### config.mk
export PLATFORM = sky130hd
export DESIGN_NAME = mem_arbiter
export DESIGN_NICKNAME = d
export VERILOG_FILES = /design/src/rtl/mem_arb_pkg.sv /design/src/rtl/mem_arb_pick.sv /design/src/rtl/mem_arbiter.sv
export SDC_FILE = /design/constraint.sdc
export NUM_CORES = 1
export LEC_CHECK = 0
export CORE_MARGIN = 5
export CORE_UTILIZATION = 30
export CTS_BUF_LIST = sky130_fd_sc_hd__clkbuf_2 sky130_fd_sc_hd__clkbuf_4 sky130_fd_sc_hd__clkbuf_8
export CTS_CLUSTER_SIZE = 28
export DETAILED_ROUTE_END_ITERATION = 12
export MAX_ROUTING_LAYER = met4
export PLACE_DENSITY = 0.66
export SLEW_MARGIN = 40
export SYNTH_ARGS = -nofsm -noshare
export SYNTH_HDL_FRONTEND = slang
export SYNTH_SLANG_ARGS = --single-unit
### constraint.sdc
create_clock -name clk -period 2 [get_ports clk]
set_input_delay 0.2 -clock clk [delete_from_list [all_inputs] [get_ports clk]]
set_output_delay 0.2 -clock clk [all_outputs]
set_load 0.02 [all_outputs]
### src/rtl/mem_arb_pkg.sv
// Shared types for the two-port memory arbiter: FSM states, port ids and the
// default starvation limit.
package mem_arb_pkg;

    typedef enum logic {
        IDLE  = 1'b0,
        ISSUE = 1'b1
    } state_t;

    typedef enum logic {
        P0 = 1'b0,
        P1 = 1'b1
    } port_id_t;

    localparam int STARVE_LIMIT_DEFAULT = 4;

endpackage

### src/rtl/mem_arb_pick.sv
// Grant selection for the memory arbiter: p0 has fixed priority unless the
// starvation counter has reached its limit, in which case a waiting p1 wins.
module mem_arb_pick (
    input  logic       p0_valid,
    input  logic       p1_valid,
    input  logic       at_limit,
    output logic [1:0] grant
);

    always_comb begin
        grant = 2'b00;
        if (p1_valid && (at_limit || !p0_valid)) begin
            grant = 2'b10;
        end else if (p0_valid) begin
            grant = 2'b01;
        end
    end

endmodule

### src/rtl/mem_arbiter.sv
// Two-port arbiter in front of a single memory data port (p0 = MEM stage,
// p1 = loader/debug). Optional per-port grant counters under MEM_ARB_STATS_EN.
module mem_arbiter
    import mem_arb_pkg::*;
#(
    parameter int WIDTH        = 16,
    parameter int STARVE_LIMIT = STARVE_LIMIT_DEFAULT
) (
    input  logic             clk,
    input  logic             rst,
    input  logic             p0_valid,
    output logic             p0_ready,
    input  logic             p0_we,
    input  logic [WIDTH-1:0] p0_addr,
    input  logic [WIDTH-1:0] p0_wdata,
    output logic             p0_rvalid,
    input  logic             p1_valid,
    output logic             p1_ready,
    input  logic             p1_we,
    input  logic [WIDTH-1:0] p1_addr,
    input  logic [WIDTH-1:0] p1_wdata,
    output logic             p1_rvalid,
    output logic [WIDTH-1:0] rdata,
    output logic             mem_we,
    output logic [WIDTH-1:0] mem_a,
    output logic [WIDTH-1:0] mem_wd,
    input  logic [WIDTH-1:0] mem_rd
`ifdef MEM_ARB_STATS_EN
    ,output logic [WIDTH-1:0] grant_cnt0
    ,output logic [WIDTH-1:0] grant_cnt1
`endif
);

    localparam int CW = (STARVE_LIMIT < 1) ? 1 : $clog2(STARVE_LIMIT + 1);

    state_t           state_reg;
    port_id_t         lat_id_reg;
    logic             lat_we_reg;
    logic [WIDTH-1:0] lat_addr_reg;
    logic [WIDTH-1:0] lat_wdata_reg;
    logic [WIDTH-1:0] rdata_reg;
    logic [1:0]       rvalid_reg;
    logic             mem_we_reg;
    logic [CW-1:0]    starve_reg;

    logic       at_limit;
    logic [1:0] grant;
    logic [1:0] accepted;

    assign at_limit = (starve_reg == CW'(STARVE_LIMIT));

    mem_arb_pick u_pick (
        .p0_valid (p0_valid),
        .p1_valid (p1_valid),
        .at_limit (at_limit),
        .grant    (grant)
    );

    // Ready is combinational off the grant; masked during reset so nothing is
    // accepted that the reset edge would then throw away.
    assign accepted = (state_reg == IDLE && !rst) ? grant : 2'b00;
    assign p0_ready = accepted[0];
    assign p1_ready = accepted[1];

    always_ff @(posedge clk) begin
        if (rst) begin
            state_reg     <= IDLE;
            lat_id_reg    <= P0;
            lat_we_reg    <= 1'b0;
            lat_addr_reg  <= '0;
            lat_wdata_reg <= '0;
            rdata_reg     <= '0;
            rvalid_reg    <= 2'b00;
            mem_we_reg    <= 1'b0;
            starve_reg    <= '0;
        end else begin
            rvalid_reg <= 2'b00;
            mem_we_reg <= 1'b0;
            case (state_reg)
                IDLE: begin
                    if (|accepted) begin
                        lat_id_reg    <= accepted[1] ? P1 : P0;
                        lat_we_reg    <= accepted[1] ? p1_we    : p0_we;
                        lat_addr_reg  <= accepted[1] ? p1_addr  : p0_addr;
                        lat_wdata_reg <= accepted[1] ? p1_wdata : p0_wdata;
                        mem_we_reg    <= accepted[1] ? p1_we    : p0_we;
                        state_reg     <= ISSUE;
                    end
                end
                ISSUE: begin
                    state_reg <= IDLE;
                    if (!lat_we_reg) begin
                        rdata_reg  <= mem_rd;
                        rvalid_reg <= {lat_id_reg == P1, lat_id_reg == P0};
                    end
                end
                default: state_reg <= IDLE;
            endcase

            if (!p1_valid || accepted[1]) begin
                starve_reg <= '0;
            end else if (accepted[0]) begin
                starve_reg <= starve_reg + CW'(1);
            end
        end
    end

    assign p0_rvalid = rvalid_reg[0];
    assign p1_rvalid = rvalid_reg[1];
    assign rdata     = rdata_reg;
    assign mem_we    = mem_we_reg;
    assign mem_a     = lat_addr_reg;
    assign mem_wd    = lat_wdata_reg;

`ifdef MEM_ARB_STATS_EN
    for (genvar gi = 0; gi < 2; gi++) begin : g_cnt
        logic [WIDTH-1:0] cnt_reg;
        always_ff @(posedge clk) begin
            if (rst) begin
                cnt_reg <= '0;
            end else if (accepted[gi] && cnt_reg != '1) begin
                cnt_reg <= cnt_reg + WIDTH'(1);
            end
        end
    end
    assign grant_cnt0 = g_cnt[0].cnt_reg;
    assign grant_cnt1 = g_cnt[1].cnt_reg;
`endif

endmodule

==> impl_metrics.tcl <==
set metrics [dict create \
    outcome "complete, no violations" \
    grt_max_degree 47 \
    viasPerCell 4.68 \
    nets 491 \
    cp.required_ps 1800 \
    fin_crit_ps 1810 \
    numPortBuffers 138 \
    grt_antenna_before_repair 0 \
    start_util_pct 30.7 \
    synth_compound_area_share_pct 29.4 \
    synth_seq_area_share_pct 48.3 \
    synth_top_flop_cell "dfxtp_1" \
    yosys.cell_count.top_type "dfxtp_1" \
    tns_ps 0 \
    place_congestion 0.840 \
    netlist_area_mm2 0.00236 \
    synth-simple-area-share_pct 10.4 \
    critPathLaunchType "flop" \
    clock_latency_ps 320 \
    drt-total-wl_um 7410 \
    critPathMaxFanout 8 \
    diodes 0 \
    root_buffer "clkbuf_8" \
    synth-xor-area-share_pct 0 \
    yosys.area.top_type "dfxtp_1" \
    yosys_warnings 0 \
    rows 32 \
    synth_top_area_share_pct 48.3 \
    dr.pass1.iters 4 \
    async_flop_share_pct 0 \
    grt_pass1_wl_um 12000 \
    overflow 0 \
    synth_edf_count 0 \
    synthAdderAreaFrac_pct 1.06 \
    power_density_mw_per_mm2 750 \
    ant_nets 0 \
    synth_top_family_by_area "compound AO/OA/AOI/OAI gates" \
    maxCapViolations 0 \
    syn_area_per_cell_um2 8.94 \
    syn_nets 352 \
    setup_violations 0 \
    avgRoutedWirePerCell_um 14.6 \
    h-tree-depth 3 \
    min_path_type "input pin to flop" \
    dieArea_mm2 0.00974 \
    yosys-top-cells-count "dfxtp_1 (57), a21oi_1 (53), inv_1 (38), nand2_1 (34), o221a_1 (28)" \
    num_vias 2382 \
    setup_ws_ps 189 \
    synth_area_leaders "dfxtp_1 (48%), o221a_1 (13%), a21oi_1 (11%)" \
    remaining_drc_errors 0 \
    slew_headroom_pct 56.6 \
    rsz0062_at_grt "no" \
    placed_cell_area_mm2 0.00385 \
    ys_types 29 \
    area_growth_syn_to_layout_pct 71.0 \
    muxShareOfSynthArea_pct 0 \
    dp_hpwl_um 5330 \
    fp.dieH_um 98.7 \
    drive_gt1_share_pct 9.09 \
    dp_slack_ps 17.8 \
    synthCells 264 \
    core_area_mm2 0.00769 \
    die_w_um 98.7 \
    grt_pass1_vias 2486 \
    max_freq_mhz 552 \
    first_iter_violations 69 \
    cellLeakagePower_nw 1.55 \
    io_pins 139 \
    slew_violations 0 \
    hold_violations 0 \
    worstSetupPathType "flop to output port" \
    worstPathArrival_ps 1610 \
    clk_pin_slew_worst_paths_ps 60 \
    ys_seq_elements 57 \
    utilization_pct 52.5 \
    vdd_drop_max_uv 301 \
    finalCritPeriodShare_pct 90.6 \
    end_kind "output port" \
    cts_tree "yes" \
    post-route-cell-area_mm2 0.00404 \
    numCtsBuffers 9 \
    track_usage_pct 15.9 \
    clock_path_buffers 2 \
    clock_sinks 57 \
    worst_slew_pin_slew_ps 650 \
    skew_ps 6.08 \
]
==> final timing paths <==
kind / end / slack, ps / startpoint / cells after the start
worst max register to register: lat_we_reg / 330 / state_reg / 4
worst min-delay path: rdata[3] / 190 / rst / 2
worst max-delay path: p1_ready / 190 / state_reg / 4
worst min register to register: rvalid_reg[0] / 440 / lat_id_reg / 1
==> layout make-up <==
cell class | instances | area, um^2
flip-flops and latches | 57 | 1140
clock buffers | 11 | 139
clock inverters | 4 | 45.0
multi-input cells | 149 | 968
well taps | 102 | 128
inverters | 38 | 143
fillers | 744 | 3650
repair buffers | 148 | 1470
==> per-layer routing <==
metal	wire, um	part of all wire, %	vias to the layer above	global-route usage (%)
li1	-	-	1191	-
met1	3360	45	1071	19.3
met2	3340	45	107	25.0
met3	553	7.5	13	4.25
met4	150	2.0	0	6.30
met5	0	0	-	-
==> power breakdown <==
part | total, W | switching [W] | internal (W)
logic | 0.000730 | 0.000324 | 0.000407
clock network | 0.00102 | 0.000430 | 0.000590
registers | 0.00128 | 0.0000469 | 0.00123
==> critical path, cell delays in order, from the launching register on <==
cell     delay [ps]
dfxtp_1         360
or3b_4          430
or2_1           280
inv_1            80
buf_4           140
==> per-stage QoR <==
stage | hold slack [ps] | instances | power [W]
2_1_floorplan | 336 | 264 | 0.00162
3_3_place_gp | 431 | 494 | 0.00203
3_5_place_dp | 435 | 494 | 0.00204
4_1_cts | 175 | 509 | 0.00307
5_1_grt | 225 | 509 | 0.00318
6_report | 191 | 509 | 0.00303
==> timing repair <==
| action | in CTS | in global routing |
|---|---|---|
| endpoints found under the hold margin | 0 | 0 |
| hold buffers | 0 | 0 |
| setup endpoints to repair | 1 | 0 |
| gates resized for setup | 1 | 0 |
| buffers inserted | 0 | 0 |
==> cell families after synthesis <==
logic type	count (synthesis)
AO/OA/AOI/OAI	94
buffers and inverters	58
flip-flops	57
AND/OR/NAND/NOR	53
adder cells (fa/ha/maj)	2
==> cells in the final DEF, fill, tap and decap left out, types with 3 or more instances in the layout <==
cell type / synthesis / routed
clkinv_2: 0 / 3
buf_4: 0 / 9
nand3_1: 3 / 3
dfxtp_1: 57 / 57
o21ai_0: 3 / 3
o221a_1: 28 / 28
a21oi_1: 53 / 53
inv_1: 38 / 38
o221a_2: 4 / 4
clkbuf_8: 0 / 9
clkdlybuf4s50_1: 0 / 135
nand2_1: 34 / 34
Power figures use the tool's default switching activity.
